[src/rtl/instr_fetch.sv]
// Instruction fetch unit: FETCH/ISSUE handshake with imem, PC register and next-PC selection.
// Optional fetch timeout with sticky error flag is enabled by defining INSTR_FETCH_TIMEOUT_EN.
module instr_fetch #(
    parameter logic [31:0] RESET_PC = 32'h0000_0000
) (
    input  logic        clk,
    input  logic        rst,
    output logic        imem_req,
    output logic [31:0] imem_addr,
    input  logic        imem_ack,
    input  logic [31:0] imem_rdata,
    output logic [31:0] instr,
    output logic [5:0]  opcode,
    output logic        instr_valid,
    output logic [31:0] pc,
    output logic [31:0] pc_plus4,
    input  logic        branch,
    input  logic        zero,
    input  logic        mux_branch_jump,
    input  logic        stall,
    output logic        fetch_err
);

    typedef enum logic {
        S_FETCH = 1'b0,
        S_ISSUE = 1'b1
    } state_t;

    state_t      r_state;
    logic [31:0] r_pc;
    logic [31:0] r_instr;
    logic        r_imem_req;
    logic        r_instr_valid;
    logic        r_fetch_err;

    logic [31:0] w_pc_plus4;
    logic [31:0] w_branch_off;
    logic [31:0] w_next_pc;

`ifdef INSTR_FETCH_TIMEOUT_EN
    logic [7:0]  r_to_cnt;
`endif

    assign w_pc_plus4   = r_pc + 32'd4;
    assign w_branch_off = {{14{r_instr[15]}}, r_instr[15:0], 2'b00};

    // Next-PC select: jump has priority over a taken branch; all sums wrap modulo 2^32.
    always_comb begin
        w_next_pc = w_pc_plus4;
        if (!mux_branch_jump) begin
            w_next_pc = {w_pc_plus4[31:28], r_instr[25:0], 2'b00};
        end else if (branch && zero) begin
            w_next_pc = w_pc_plus4 + w_branch_off;
        end else begin
            w_next_pc = w_pc_plus4;
        end
    end

    // Fetch/issue state machine with all outputs registered alongside the state.
    always_ff @(posedge clk) begin
        if (rst) begin
            r_state       <= S_FETCH;
            r_pc          <= RESET_PC;
            r_instr       <= 32'h0000_0000;
            r_imem_req    <= 1'b1;
            r_instr_valid <= 1'b0;
            r_fetch_err   <= 1'b0;
`ifdef INSTR_FETCH_TIMEOUT_EN
            r_to_cnt      <= 8'd0;
`endif
        end else begin
            case (r_state)
                S_FETCH: begin
                    if (r_imem_req && imem_ack) begin
                        r_instr       <= imem_rdata;
                        r_state       <= S_ISSUE;
                        r_imem_req    <= 1'b0;
                        r_instr_valid <= 1'b1;
`ifdef INSTR_FETCH_TIMEOUT_EN
                        r_to_cnt      <= 8'd0;
`endif
                    end else begin
`ifdef INSTR_FETCH_TIMEOUT_EN
                        // A timeout drops the request for one cycle, then retries the same pc.
                        if (!r_imem_req) begin
                            r_imem_req <= 1'b1;
                        end else if (r_to_cnt == 8'd254) begin
                            r_fetch_err <= 1'b1;
                            r_imem_req  <= 1'b0;
                            r_to_cnt    <= 8'd0;
                        end else begin
                            r_to_cnt    <= r_to_cnt + 8'd1;
                        end
`else
                        r_imem_req <= 1'b1;
`endif
                    end
                end
                S_ISSUE: begin
                    if (!stall) begin
                        r_pc          <= w_next_pc;
                        r_state       <= S_FETCH;
                        r_imem_req    <= 1'b1;
                        r_instr_valid <= 1'b0;
                    end else begin
                        r_state       <= S_ISSUE;
                    end
                end
                default: begin
                    r_state       <= S_FETCH;
                    r_imem_req    <= 1'b1;
                    r_instr_valid <= 1'b0;
                end
            endcase
        end
    end

    assign imem_req    = r_imem_req;
    assign imem_addr   = r_pc;
    assign instr       = r_instr;
    assign opcode      = r_instr[31:26];
    assign instr_valid = r_instr_valid;
    assign pc          = r_pc;
    assign pc_plus4    = w_pc_plus4;
    assign fetch_err   = r_fetch_err;

endmodule

[config.mk]
export PLATFORM = sky130hd
export DESIGN_NAME = instr_fetch
export DESIGN_NICKNAME = d
export VERILOG_FILES = /design/src/rtl/instr_fetch.sv
export SDC_FILE = /design/constraint.sdc
export NUM_CORES = 1
export LEC_CHECK = 0
export CAP_MARGIN = 25
export CORE_UTILIZATION = 45
export CTS_CLUSTER_SIZE = 10
export DETAILED_ROUTE_END_ITERATION = 12
export DONT_BUFFER_PORTS = 1
export SYNTH_ARGS = -nofsm -noshare
export SYNTH_HDL_FRONTEND = slang
export SYNTH_SLANG_ARGS = --single-unit
[constraint.sdc]
create_clock -name clk -period 3.95 [get_ports clk]
set_clock_uncertainty 0.2 [all_clocks]
set_input_delay 0.5925 -clock clk [delete_from_list [all_inputs] [get_ports clk]]
set_output_delay 0.5925 -clock clk [all_outputs]
set_load 0.02 [all_outputs]
## After elaboration in Yosys (flattened, before gate mapping)

Index checks and enable logic that the tools add are counted.

| cells by class | value |
|---|---|
| multiplexer cells | 11 |
| shift operators | 0 |
| magnitude comparators | 0 |
| equality and inequality tests | 2 |
| reductions and logical operators | 5 |
| add/sub/neg operators | 2 |
| bitwise logic cells | 2 |
| divide/modulo/power cells | 0 |
| multiply operators | 0 |

Operator list:

| cell | number |
|---|---|
| 32-bit two-way mux | 2 |
| 32-bit by 3-bit adder with 32-bit output (second input constant) | 1 |
| 32-bit adder | 1 |
| 1-bit two-way mux | 6 |
| 1-bit case mux with 2 select lines | 3 |
| 2-bit AND reduction | 3 |
| 2-bit inequality test (second input constant) | 2 |
| 1-bit logical AND | 2 |
| 1-bit NOT | 2 |

| word-level totals | value |
|---|---|
| logic and storage cells | 27 |
| RAM bits | 0 |
| memory bits (read-only) | 0 |
| bits in latches | 0 |
| bits in registers | 67 |
| memories | 0 |
| bits of input ports | 39 |

## Longest topological paths before layout

Gate-level depths: netlist of run 1.

| depth | value |
|---|---|
| depth in word-level cells | 4 |
| mapped depth | 17 |

## Least setup slack after synthesis of run 1

Ideal clock, no wire load.

| timing | value |
|---|---|
| path kind | register to register |
| start point | register r_pc[2], in the netlist imem_addr[2] |
| end point | register r_pc[31], in the netlist imem_addr[31] |
| path slack | -0.193 ns |
| arrival time | 3.821 ns |
| path buffers | 1 |
| data required time | 3.628 ns |
| stages on the path, launching flop included | 18 |
| period minus slack after synthesis | 4.143 ns |
| cell sequence | dfxtp_1 > ha_1 > nand3_1 > nor3_1 > nand2b_1 > nor2_1 > nand2_1 > xnor2_1 > ha_1 > clkbuf_1 > a21o_1 > a211oi_1 > nor3_1 > a211oi_1 > o21a_1 > xnor2_1 > a21oi_1 > nand3b_1 |

| on the way | value |
|---|---|
| longest elaborated chain between the ends | 4 |

RTL lines:

| element | line | text |
|---|---|---|
| start, declared | 30 | `logic [31:0] r_pc;` |
| start signal, assigned | 101 | `r_pc <= w_next_pc;` |
| 32-bit by 3-bit adder with 32-bit output | 44 | `assign w_pc_plus4 = r_pc + 32'd4;` |
| named net pc_plus4[24] | 16 | `output logic [31:0] pc_plus4,` |
| 32-bit adder | 53 | `w_next_pc = w_pc_plus4 + w_branch_off;` |
| 32-bit two-way mux | 52 | `end else if (branch && zero) begin` |
| 32-bit two-way mux | 50 | `if (!mux_branch_jump) begin` |

The timed path passes the listed nets, and every way through them passes these cells.
A chain may end at the register's enable or synchronous reset.

## Worst setup path in the final report of run 1

| timing | value |
|---|---|
| start point | register r_pc[3], in the netlist imem_addr[3] |
| end point | register r_pc[30], in the netlist imem_addr[30] |

| on the way | value |
|---|---|
| longest elaborated chain between the ends | 4 |

RTL lines:

| element | line |
|---|---|
| 32-bit by 3-bit adder with 32-bit output * | 44 |
| 32-bit adder | 53 |
| 32-bit two-way mux | 52 |
| 32-bit two-way mux * | 50 |

Every way passes the cells marked *; elsewhere a longest branch is shown, timed or not.

==> flow_metrics.py, run 1 <==
metrics = {
    "layout": {
        "nets": 790,
        "multiInputGateArea_sq_mm": 0.00364,
        "fillCellCount": 1071,
        "seqCellArea_sq_mm": 0.00130,
        "areaGrowthSynthToFinish_pct": 16.0,
        "layout-drive-gt1-share_pct": 19.1,
        "n_antenna_cell": 0,
    },
    "synth": {
        "synth_ff_type": "dfxtp_1",
        "synthTopCellsByArea": "dfxtp_1 25%, nand2_1 9.6%, ha_1 8.6%",
        "synth_top_area_share_pct": 24.9,
        "seq_area_frac_synth_pct": 24.9,
        "yosysWarnings": 0,
        "synthDistinctLibCells": 62,
        "synth_top_area_cell": "dfxtp_1",
        "synth_seq_cells": 65,
        "synthCells": 700,
        "synthesis.area_sq_mm": 0.00522,
        "async_reset_ff_share_pct": 0,
        "syn_avg_cell_area_sq_um": 7.46,
        "synth_edf_count": 0,
    },
    "global_routing": {
        "grt_use_total_pct": 27.5,
        "grt_max_degree": 65,
        "grt_pass1_vias": 4929,
        "grt_use_met3_pct": 6.82,
        "antenna_found_initial": 0,
        "grt_pass1_wl_um": 25200,
        "use_met1_pct": 35.6,
        "grt_overflow": 0,
        "grtUsageMet2_pct": 44.8,
        "grt_busiest_layer": "met2",
    },
    "placement": {
        "hpwl_um": 12000,
        "gp_congestion": 0.907,
        "port_buffers": 0,
    },
    "power_and_ir_drop": {
        "internal-power_uw": 1370,
        "power_density_mw_per_mm2": 329,
        "switching_share_pct": 31.5,
        "p_total_uw": 2000,
        "power.leakage_uw": 0.00264,
        "clkPwrFrac_pct": 42.8,
        "peakVddDrop_v": 0.000176,
        "combPwrFrac_pct": 18.7,
        "seq_power_share_pct": 38.5,
        "p_switching_uw": 629,
    },
    "sta": {
        "slew_headroom_pct": 41.5,
        "finalSetupViolCount": 0,
        "post-route-period-util_pct": 94.6,
        "rsz0062_at_grt": "yes",
        "clock.fmax_mhz": 268,
        "final_max_slew_viol_count": 0,
        "timing.final.hold_violations": 0,
        "worst_pin_slew_ps": 877,
        "layout_min_cycle_time_ps": 3740,
        "setup_tns_ps": 0,
    },
    "die": {
        "die_y_um": 110,
        "io-pin-count": 176,
        "fp.coreArea_sq_mm": 0.0111,
        "die_x_um": 110,
        "initial_utilization_pct": 47.2,
        "die-area_sq_mm": 0.0120,
        "rows": 38,
    },
    "route": {
        "vias": 5119,
        "vias_per_cell": 5.96,
        "wirelength_um": 16400,
        "drc": 0,
        "dr.first_iter.drc_count": 278,
        "wl_per_cell_um": 19.0,
        "dr.pass1.iters": 5,
        "antenna_left": 0,
    },
    "clocking": {
        "cts_tree": "built",
        "cts.sinks": 65,
        "h-tree-depth": 3,
        "max-clock-path-buffers": 2,
        "cts-root-buf": "clkbuf_16",
        "cts.reportedPaths.clkPinSlew_ps": 60,
        "numCtsBuffers": 9,
        "hold_buffers": 0,
        "clk_latency_ps": 330,
    },
    "setup_path": {
        "path_max_fanout": 7,
        "ff2ff_path_depth": 14,
        "worstSetupPathType": "flop to flop",
        "ff2ff_setup_slack_ps": 210,
        "cp-end-kind": "flop",
        "cp-start-kind": "flop",
        "r2r_end": "imem_addr[30]$_SDFFE_PP0P_",
        "cp_data_required_time_ps": 3980,
        "timing.rr.start": "imem_addr[3]$_SDFFE_PP0P_",
        "crit_arrival_ps": 3760,
    },
    "flow_run": {
        "maxCapViolCount": 0,
    },
    "min_path": {
        "worstHoldPathType": "input pin to flop",
        "hold_depth": 1,
        "holdPathEnd": "instr[21]$_SDFFE_PP0P_",
        "min_from": "rst",
    },
    "status": {
        "run_status": "finished clean",
    },
}
how the worst max path moves through the flow:
stage / from / to / depth (start not counted)
floorplan: imem_addr[3]$_SDFFE_PP0P_ / imem_addr[25]$_SDFFE_PP0P_ / 13
global placement: imem_addr[5]$_SDFFE_PP0P_ / imem_addr[30]$_SDFFE_PP0P_ / 13
detailed placement: imem_addr[3]$_SDFFE_PP0P_ / imem_addr[25]$_SDFFE_PP0P_ / 15
CTS: imem_addr[3]$_SDFFE_PP0P_ / imem_addr[25]$_SDFFE_PP0P_ / 15
global route: imem_addr[3]$_SDFFE_PP0P_ / imem_addr[25]$_SDFFE_PP0P_ / 15
finish: imem_addr[3]$_SDFFE_PP0P_ / imem_addr[30]$_SDFFE_PP0P_ / 14
cell type report:
cell class / instances / area share [%]
repair buffers: 76 / 9.75
clock buffers: 12 / 4.40
well taps: 140 / 2.89
clock inverters: 4 / 0.826
inverters: 8 / 0.496
multi-input cells: 554 / 60.1
flip-flops and latches: 65 / 21.5
cell usage in the layout, fill, tap and decap left out, types with 7 or more instances in the layout:
cell / Yosys / layout
nand2_1: 133 / 133
a21oi_1: 79 / 77
buf_4: 43 / 75
dfxtp_1: 65 / 64
nor2_1: 38 / 37
ha_1: 36 / 31
o211ai_1: 24 / 24
xnor2_1: 33 / 23
nand3_1: 21 / 20
a21o_1: 15 / 15
and3_1: 14 / 14
o21ai_0: 14 / 14
nand4_1: 13 / 13
xor2_1: 13 / 11
xnor2_2: 0 / 10
nor3_1: 10 / 9
clkbuf_16: 0 / 9
inv_1: 8 / 8
a211oi_1: 9 / 8
conb_1: 1 / 7
what timing repair did:
| action | in CTS | in global routing |
|---|---|---|
| setup endpoints to repair | 0 | 10 |
| gates resized for setup | 0 | 24 |
| setup buffers | 0 | 3 |
through the flow:
step           cell area (sq um)  worst slack, ps  hold WS [ps]  util [%]  cells
3_3_place_gp                5570              216           301      50.3    839
6_report                    6060              214           125      54.7    859
5_1_grt                     6060            -63.4           112      54.7    859
2_1_floorplan               5310             3.80           288         -    706
3_5_place_dp                5600              105           311      50.5    840
4_1_cts                     5920             82.5           110      53.4    856
routing by layer:
layer  part of all wire (%)  up-vias
met5                      0        -
met3                    8.0       16
li1                       -     2486
met1                     44     2430
met4                    1.4        0
met2                     47      187
critical path: stages, from the launching register on:
cell and delay (ps):
dfxtp_1 370, and4_4 250, nand4_1 170, buf_4 190
xnor2_2 160, ha_2 360, a21oi_2 220, o22ai_1 110
o21a_1 250, nor3_4 240, o21bai_2 120, a211oi_2 280
o21bai_1 110, or3b_1 370, a31o_1 220
cell families (layout without fill, tap and decap cells):
| kind of cell | count (synthesis) | in the layout | synth area share (%) |
|---|---|---|---|
| AOI/OAI and AO/OA | 193 | 193 | 24.3 |
| and+or+nand+nor | 265 | 265 | 23.4 |
| DFF | 65 | 65 | 24.9 |
| xor gates and xnor gates | 46 | 46 | 7.71 |
| muxes | 6 | 6 | 1.17 |
| adders and majority gates | 37 | 37 | 9.01 |
| other | 1 | 7 | 0.0718 |
| buffers and inverters | 87 | 100 | 9.37 |
power by group through the flow:
stage                     clock [uW]  combinational, uW  sequential (uW)
after global routing             889                411              774
after global placement             0                352              782
final                            854                373              769
after floorplan                    0                285              784
after detailed placement           0                365              783
after CTS                        866                367              769
Yosys cell counts, types with 2 or more instances:
cell,instances
a211oi_1,9
a211oi_2,3
a21o_1,15
a21oi_1,79
a21oi_2,4
a22o_1,2
a311o_1,2
a311oi_1,2
a31oi_1,6
and2_1,5
and3_1,14
and4_1,2
buf_1,3
buf_4,43
clkbuf_1,32
dfxtp_1,65
ha_1,36
inv_1,8
mux2i_1,5
nand2_1,133
nand2b_1,5
nand3_1,21
nand3b_1,3
nand4_1,13
nor2_1,38
nor2b_1,5
nor3_1,10
nor3_2,3
nor4_1,5
o211a_1,2
o211ai_1,24
o21a_1,6
o21ai_0,14
o21ai_1,3
o21bai_1,2
o22ai_1,6
o311ai_0,2
or4_1,2
xnor2_1,33
xor2_1,13
flip-flops by register name, summed over array words and instances, names as in the netlist:
signal,flops
r_state,1
instr,32
imem_addr,30
instr_valid,1
imem_req,1
Note: power is estimated with default switching activity, not from simulation.
==> inputs of run 2 (changes only) <==
==> constraint.sdc (replaced) <==
create_clock -name clk -period 3.95 [get_ports clk]
set_clock_uncertainty 0.2 [all_clocks]
set_input_delay 0.79 -clock clk [delete_from_list [all_inputs] [get_ports clk]]
set_output_delay 0.79 -clock clk [all_outputs]
set_load 0.02 [all_outputs]
==> run 2 against run 1 <==
Effect of this change: worst setup slack got worse by 42 ps; non-clock buffer count decreased by 2; global-route usage grew 0.61 points; sequential power about the same; final cell count is 0.35% lower; fmax fell by 1.1%; critical path type unchanged; critical endpoint is now imem_addr[24]$_SDFFE_PP0P_.
==> flow_metrics.py, run 2 (synthesized netlist as in run 1, its figures left out) <==
metrics = {
    "layout": {
        "nets": 788,
        "fillCellCount": 1079,
        "areaGrowthSynthToFinish_pct": 14.0,
        "layout-drive-gt1-share_pct": 17.2,
        "final_common_cell": "nand2_1",
        "largest_register_ffs": 32,
        "n_antenna_cell": 0,
        "layout_common_cells": "133 x nand2_1, 75 x a21oi_1, 72 x buf_4",
    },
    "clocking": {
        "cts_tree": "built",
        "h-tree-depth": 3,
        "hold_buffers": 0,
        "cts-root-buf": "clkbuf_16",
        "max-clock-path-buffers": 2,
        "numCtsBuffers": 9,
        "cts.reportedPaths.clkPinSlew_ps": 60,
        "cts.sinks": 65,
        "clk_latency_ps": 350,
    },
    "power_and_ir_drop": {
        "p_switching_uw": 622,
        "combPwrFrac_pct": 18.9,
        "clkPwrFrac_pct": 42.0,
        "internal-power_uw": 1340,
        "seq_power_share_pct": 39.2,
        "power_density_mw_per_mm2": 330,
        "power.leakage_uw": 0.00260,
        "switching_share_pct": 31.6,
        "peakVddDrop_v": 0.000187,
        "p_total_uw": 1970,
    },
    "global_routing": {
        "grt_overflow": 0,
        "grt_max_degree": 65,
        "antenna_found_initial": 0,
        "grt_pass1_vias": 5037,
        "grt_use_total_pct": 28.1,
        "grt_pass1_wl_um": 25500,
    },
    "sta": {
        "layout_min_cycle_time_ps": 3780,
        "timing.final.hold_violations": 0,
        "slew_headroom_pct": 47.2,
        "final_max_slew_viol_count": 0,
        "finalSetupViolCount": 0,
        "setup_tns_ps": 0,
        "rsz0062_at_grt": "yes",
        "post-route-period-util_pct": 95.6,
        "worst_pin_slew_ps": 791,
        "clock.fmax_mhz": 265,
        "setup_ws_ps": 172,
    },
    "placement": {
        "hpwl_um": 12200,
        "gp_congestion": 0.921,
        "port_buffers": 0,
        "post-place-ws_ps": 163,
    },
    "setup_path": {
        "cp-end-kind": "flop",
        "critPathSlowestCell": "or4_1",
        "slowest_delay_ps": 450,
        "cp-start-kind": "flop",
        "cp_data_required_time_ps": 4000,
        "cp_cell_sequence": "ha_1, nand3_2, nor3_4, nand2_1, xnor2_2, ha_1, and4_1, nand3_1, a21oi_4, o31ai_1, a21oi_2, a31oi_1, or4_1, a311oi_1",
        "worstSetupPathType": "flop to flop",
        "path_common_cell": "ha_1",
        "crit_arrival_ps": 3830,
        "path_max_fanout": 5,
    },
    "route": {
        "wirelength_um": 16600,
        "vias_per_cell": 5.98,
        "dr.pass1.iters": 5,
        "dr.first_iter.drc_count": 338,
        "vias": 5117,
        "antenna_left": 0,
        "wl_per_cell_um": 19.4,
        "drc": 0,
    },
    "die": {
        "initial_utilization_pct": 47.2,
        "die-area_sq_mm": 0.0120,
        "die_x_um": 110,
        "die_y_um": 110,
        "rows": 38,
        "io-pin-count": 176,
        "fp.coreArea_sq_mm": 0.0111,
    },
    "flow_run": {
        "maxCapViolCount": 0,
    },
    "min_path": {
        "worstHoldPathType": "input pin to flop",
    },
    "status": {
        "run_status": "finished clean",
    },
}
## run 2: cell count changes in the layout (fill, tap and decap cells not counted), sizes merged
cell      change
clkinv        +1
buf           -2
clkinvlp      -2
## run 2: metrics by stage
| stage | hold slack, ps | cell area, sq um | std cells | utilization [%] |
|---|---|---|---|---|
| 2_1_floorplan | 288 | 5310 | 706 | - |
| 3_5_place_dp | 308 | 5590 | 840 | 50.4 |
| 5_1_grt | 301 | 5960 | 856 | 53.8 |
| 6_report | 308 | 5960 | 856 | 53.8 |
| 4_1_cts | 303 | 5880 | 855 | 53.1 |
| 3_3_place_gp | 299 | 5570 | 839 | 50.3 |
## run 2: final cells by class
class | instances | area, sq um | share of cell area [%]
inverters | 8 | 30.0 | 0.504
well taps | 140 | 175 | 2.94
clock inverters | 3 | 40.0 | 0.672
flip-flops and latches | 65 | 1300 | 21.9
multi-input cells | 554 | 3580 | 60.1
repair buffers | 74 | 571 | 9.58
clock buffers | 12 | 256 | 4.31
## run 2: critical path: cells and delay by family, from the launching register on
kind | cells | cell delay (ps)
compound gates | 5 | 1000
flops | 1 | 360
xor+xnor | 1 | 150
simple gates | 6 | 1380
fa+ha+maj | 2 | 590
## run 2: metal layers
| layer | global-route usage, % | wire length, um | vias to the layer above | part of all wire (%) |
|---|---|---|---|---|
| met4 | 14.1 | 468 | 0 | 2.8 |
| met3 | 6.94 | 1330 | 30 | 8.0 |
| li1 | - | - | 2468 | - |
| met2 | 45.4 | 7790 | 201 | 47 |
| met1 | 34.8 | 7040 | 2418 | 42 |
| met5 | 0 | 0 | - | 0 |
## run 2: worst paths after layout
path         depth (start not counted)                          to                 startpoint  slack (ps)
max                                 14  imem_addr[24]$_SDFFE_PP0P_  imem_addr[3]$_SDFFE_PP0P_         170
min                                  1      instr[21]$_SDFFE_PP0P_                        rst         310
max reg2reg                         14  imem_addr[24]$_SDFFE_PP0P_  imem_addr[3]$_SDFFE_PP0P_         170
min reg2reg                          2          r_state$_SDFF_PP0_         r_state$_SDFF_PP0_         320
## run 2: power by group through the flow
stage / clock (uW) / combinational (uW) / sequential (uW)
after CTS: 836 / 364 / 769
after detailed placement: 0 / 362 / 783
after global routing: 858 / 409 / 775
after floorplan: 0 / 285 / 784
after global placement: 0 / 351 / 782
final: 825 / 371 / 769
## run 2: what timing repair did
item | CTS | global route
setup endpoints to repair | 0 | 9
resized for setup | 0 | 12
setup buffers | 0 | 0
==> inputs of run 3 (changes only) <==
- CELL_PAD_IN_SITES_DETAIL_PLACEMENT: unset -> 1
- CELL_PAD_IN_SITES_GLOBAL_PLACEMENT: unset -> 2
- CORE_UTILIZATION: 45 -> 25
- DONT_BUFFER_PORTS: 1 -> unset
- PLACE_DENSITY_LB_ADDON: unset -> 0.1
==> run 3 against run 2 <==
Effect of this change: wire length grew 32%; via count grew 12%; sequential share of layout area shrank 5.3 points; worst hold slack lost 29 ps; final cell count grew 35%; first-iteration DRC count shrank 24%; critical path type unchanged; largest cell class unchanged; largest power group unchanged; combinational power grew 60%; critical path depth grew 2; non-clock buffer count grew 167; clock power shrank 3.5%.
==> flow_metrics.py, run 3 (synthesized netlist as in run 1, its figures left out) <==
metrics = {
    "setup_path": {
        "cpLargestDelayFamily": "simple AND/OR/NAND/NOR gates",
        "path_common_cell": "o21ai_1",
        "path_max_fanout": 6,
        "slowest_delay_ps": 480,
        "r2r_end": "imem_addr[25]$_SDFFE_PP0P_",
        "worstSetupPathType": "flop to flop",
        "ff2ff_setup_slack_ps": 190,
        "cp-start-kind": "flop",
        "critPathBufInv": 1,
        "crit_end": "imem_addr[25]$_SDFFE_PP0P_",
        "cp_data_required_time_ps": 3990,
        "cp-end-kind": "flop",
        "cp_num_cells": 16,
        "cp_cell_sequence": "ha_1, nand3_2, nor3_4, buf_4, nand4_1, xnor2_2, ha_2, nand3_1, and2_4, o21ai_1, or3b_2, o21ai_2, o21ai_1, xnor2_1, o22ai_1, a22o_1",
        "timing.rr.start": "imem_addr[3]$_SDFFE_PP0P_",
        "crit_arrival_ps": 3800,
        "critPathSlowestCell": "or3b_2",
        "ff2ff_path_depth": 16,
        "startpoint": "imem_addr[3]$_SDFFE_PP0P_",
    },
    "route": {
        "vias_per_cell": 4.96,
        "vias": 5729,
        "drc": 0,
        "wl_per_cell_um": 19.1,
        "dr.first_iter.drc_count": 258,
        "wirelength_um": 22000,
        "antenna_left": 0,
        "dr.pass1.iters": 4,
    },
    "clocking": {
        "clk_latency_ps": 350,
        "cts_tree": "built",
        "cts.sinks": 65,
        "h-tree-depth": 3,
        "numCtsBuffers": 9,
        "cts.reportedPaths.clkPinSlew_ps": 60,
        "cts-root-buf": "clkbuf_16",
        "max-clock-path-buffers": 2,
    },
    "placement": {
        "hpwl_um": 17100,
        "port_buffers": 168,
        "gp_congestion": 0.840,
        "post-place-ws_ps": 74.8,
    },
    "layout": {
        "nets": 955,
        "final_common_cell": "clkdlybuf4s50_1",
        "n_antenna_cell": 0,
        "largest_register_ffs": 32,
        "areaGrowthSynthToFinish_pct": 50.9,
        "layout-drive-gt1-share_pct": 15.8,
        "layout_common_cells": "165 x clkdlybuf4s50_1, 133 x nand2_1, 78 x a21oi_1",
    },
    "sta": {
        "setup_ws_ps": 190,
        "worst_pin_slew_ps": 595,
        "post-route-period-util_pct": 95.2,
        "slew_headroom_pct": 60.2,
        "setup_tns_ps": 0,
        "finalSetupViolCount": 0,
        "layout_min_cycle_time_ps": 3760,
        "clock.fmax_mhz": 266,
        "final_max_slew_viol_count": 0,
        "timing.final.hold_violations": 0,
    },
    "power_and_ir_drop": {
        "p_total_uw": 2120,
        "peakVddDrop_v": 0.000174,
        "power.leakage_uw": 0.00325,
        "power_density_mw_per_mm2": 269,
    },
    "global_routing": {
        "grt_max_degree": 30,
        "grt_use_total_pct": 20.5,
        "grt_pass1_vias": 6056,
        "grt_pass1_wl_um": 34200,
        "antenna_found_initial": 0,
        "grt_overflow": 0,
    },
    "die": {
        "rows": 52,
        "die_y_um": 147,
        "io-pin-count": 176,
        "die-area_sq_mm": 0.0215,
        "fp.coreArea_sq_mm": 0.0204,
        "initial_utilization_pct": 25.7,
        "die_x_um": 147,
    },
    "status": {
        "run_status": "finished clean",
    },
    "flow_run": {
        "maxCapViolCount": 0,
    },
    "min_path": {
        "worstHoldPathType": "flop to flop",
    },
}
## run 3: cell count changes in the layout (fill, tap and decap cells not counted), moves of 3 or more
cell	previous run	this run
a21oi_1	75	78
xnor2_1	26	21
xnor2_2	7	12
inv_6	0	3
clkdlybuf4s50_1	0	165
## run 3: per-stage QoR
step	hold slack, ps	utilization (%)	cells	cell area, sq um
finish	279	38.7	1154	7880
global route	307	38.7	1154	7880
CTS	286	37.8	1148	7690
detailed placement	274	36.3	1132	7400
global placement	253	36.3	1132	7400
floorplan	288	-	706	5310
## run 3: per-layer routing
metal / GRT usage, % / wire (um) / vias up
li1: - / - / 2813
met1: 26.9 / 10500 / 2771
met2: 34.4 / 10400 / 127
met3: 4.63 / 926 / 18
met4: 3.96 / 212 / 0
met5: 0 / 0 / -
## run 3: area by class of cell
cell class / instances / area (sq um)
clock buffer: 10 / 239
inverter: 8 / 30.0
multi-input combinational: 554 / 3670
sequential: 65 / 1300
clock inverter: 6 / 48.8
timing repair buffer: 241 / 2250
fill: 2412 / 12500
tap: 270 / 338
## run 3: worst reg2reg max path, delay by kind of cell, from the launching register on
family / cells / cell delay, ps
and+or+nand+nor: 6 / 1240
AOI/OAI and AO/OA: 5 / 740
adders and majority gates: 2 / 580
xor gates and xnor gates: 2 / 390
DFF: 1 / 360
buffers and inverters: 1 / 140
## run 3: what timing repair did
action	in CTS	in global routing
hold buffers	0	0
buffers inserted	0	6
resized for setup	2	29
pin swaps	0	9
endpoints found under the setup margin	2	18
## run 3: where the power goes
part | leakage, uW | switching (uW) | internal [uW] | total, uW
registers | 0.000531 | 42.1 | 691 | 733
clock network | 0.000144 | 346 | 450 | 796
logic | 0.00257 | 332 | 261 | 593
## run 3: worst min path at each step
stage	start	to	slack, ps	cells after the start
2_1_floorplan	r_state$_SDFF_PP0_	imem_req$_SDFFE_PP1P_	290	2
3_3_place_gp	instr_valid$_SDFFE_PP0P_	instr_valid$_SDFFE_PP0P_	250	1
3_5_place_dp	instr[28]$_SDFFE_PP0P_	instr[28]$_SDFFE_PP0P_	270	2
4_1_cts	instr[28]$_SDFFE_PP0P_	instr[28]$_SDFFE_PP0P_	290	2
5_1_grt	instr[23]$_SDFFE_PP0P_	instr[23]$_SDFFE_PP0P_	310	2
6_report	instr[28]$_SDFFE_PP0P_	instr[28]$_SDFFE_PP0P_	280	2
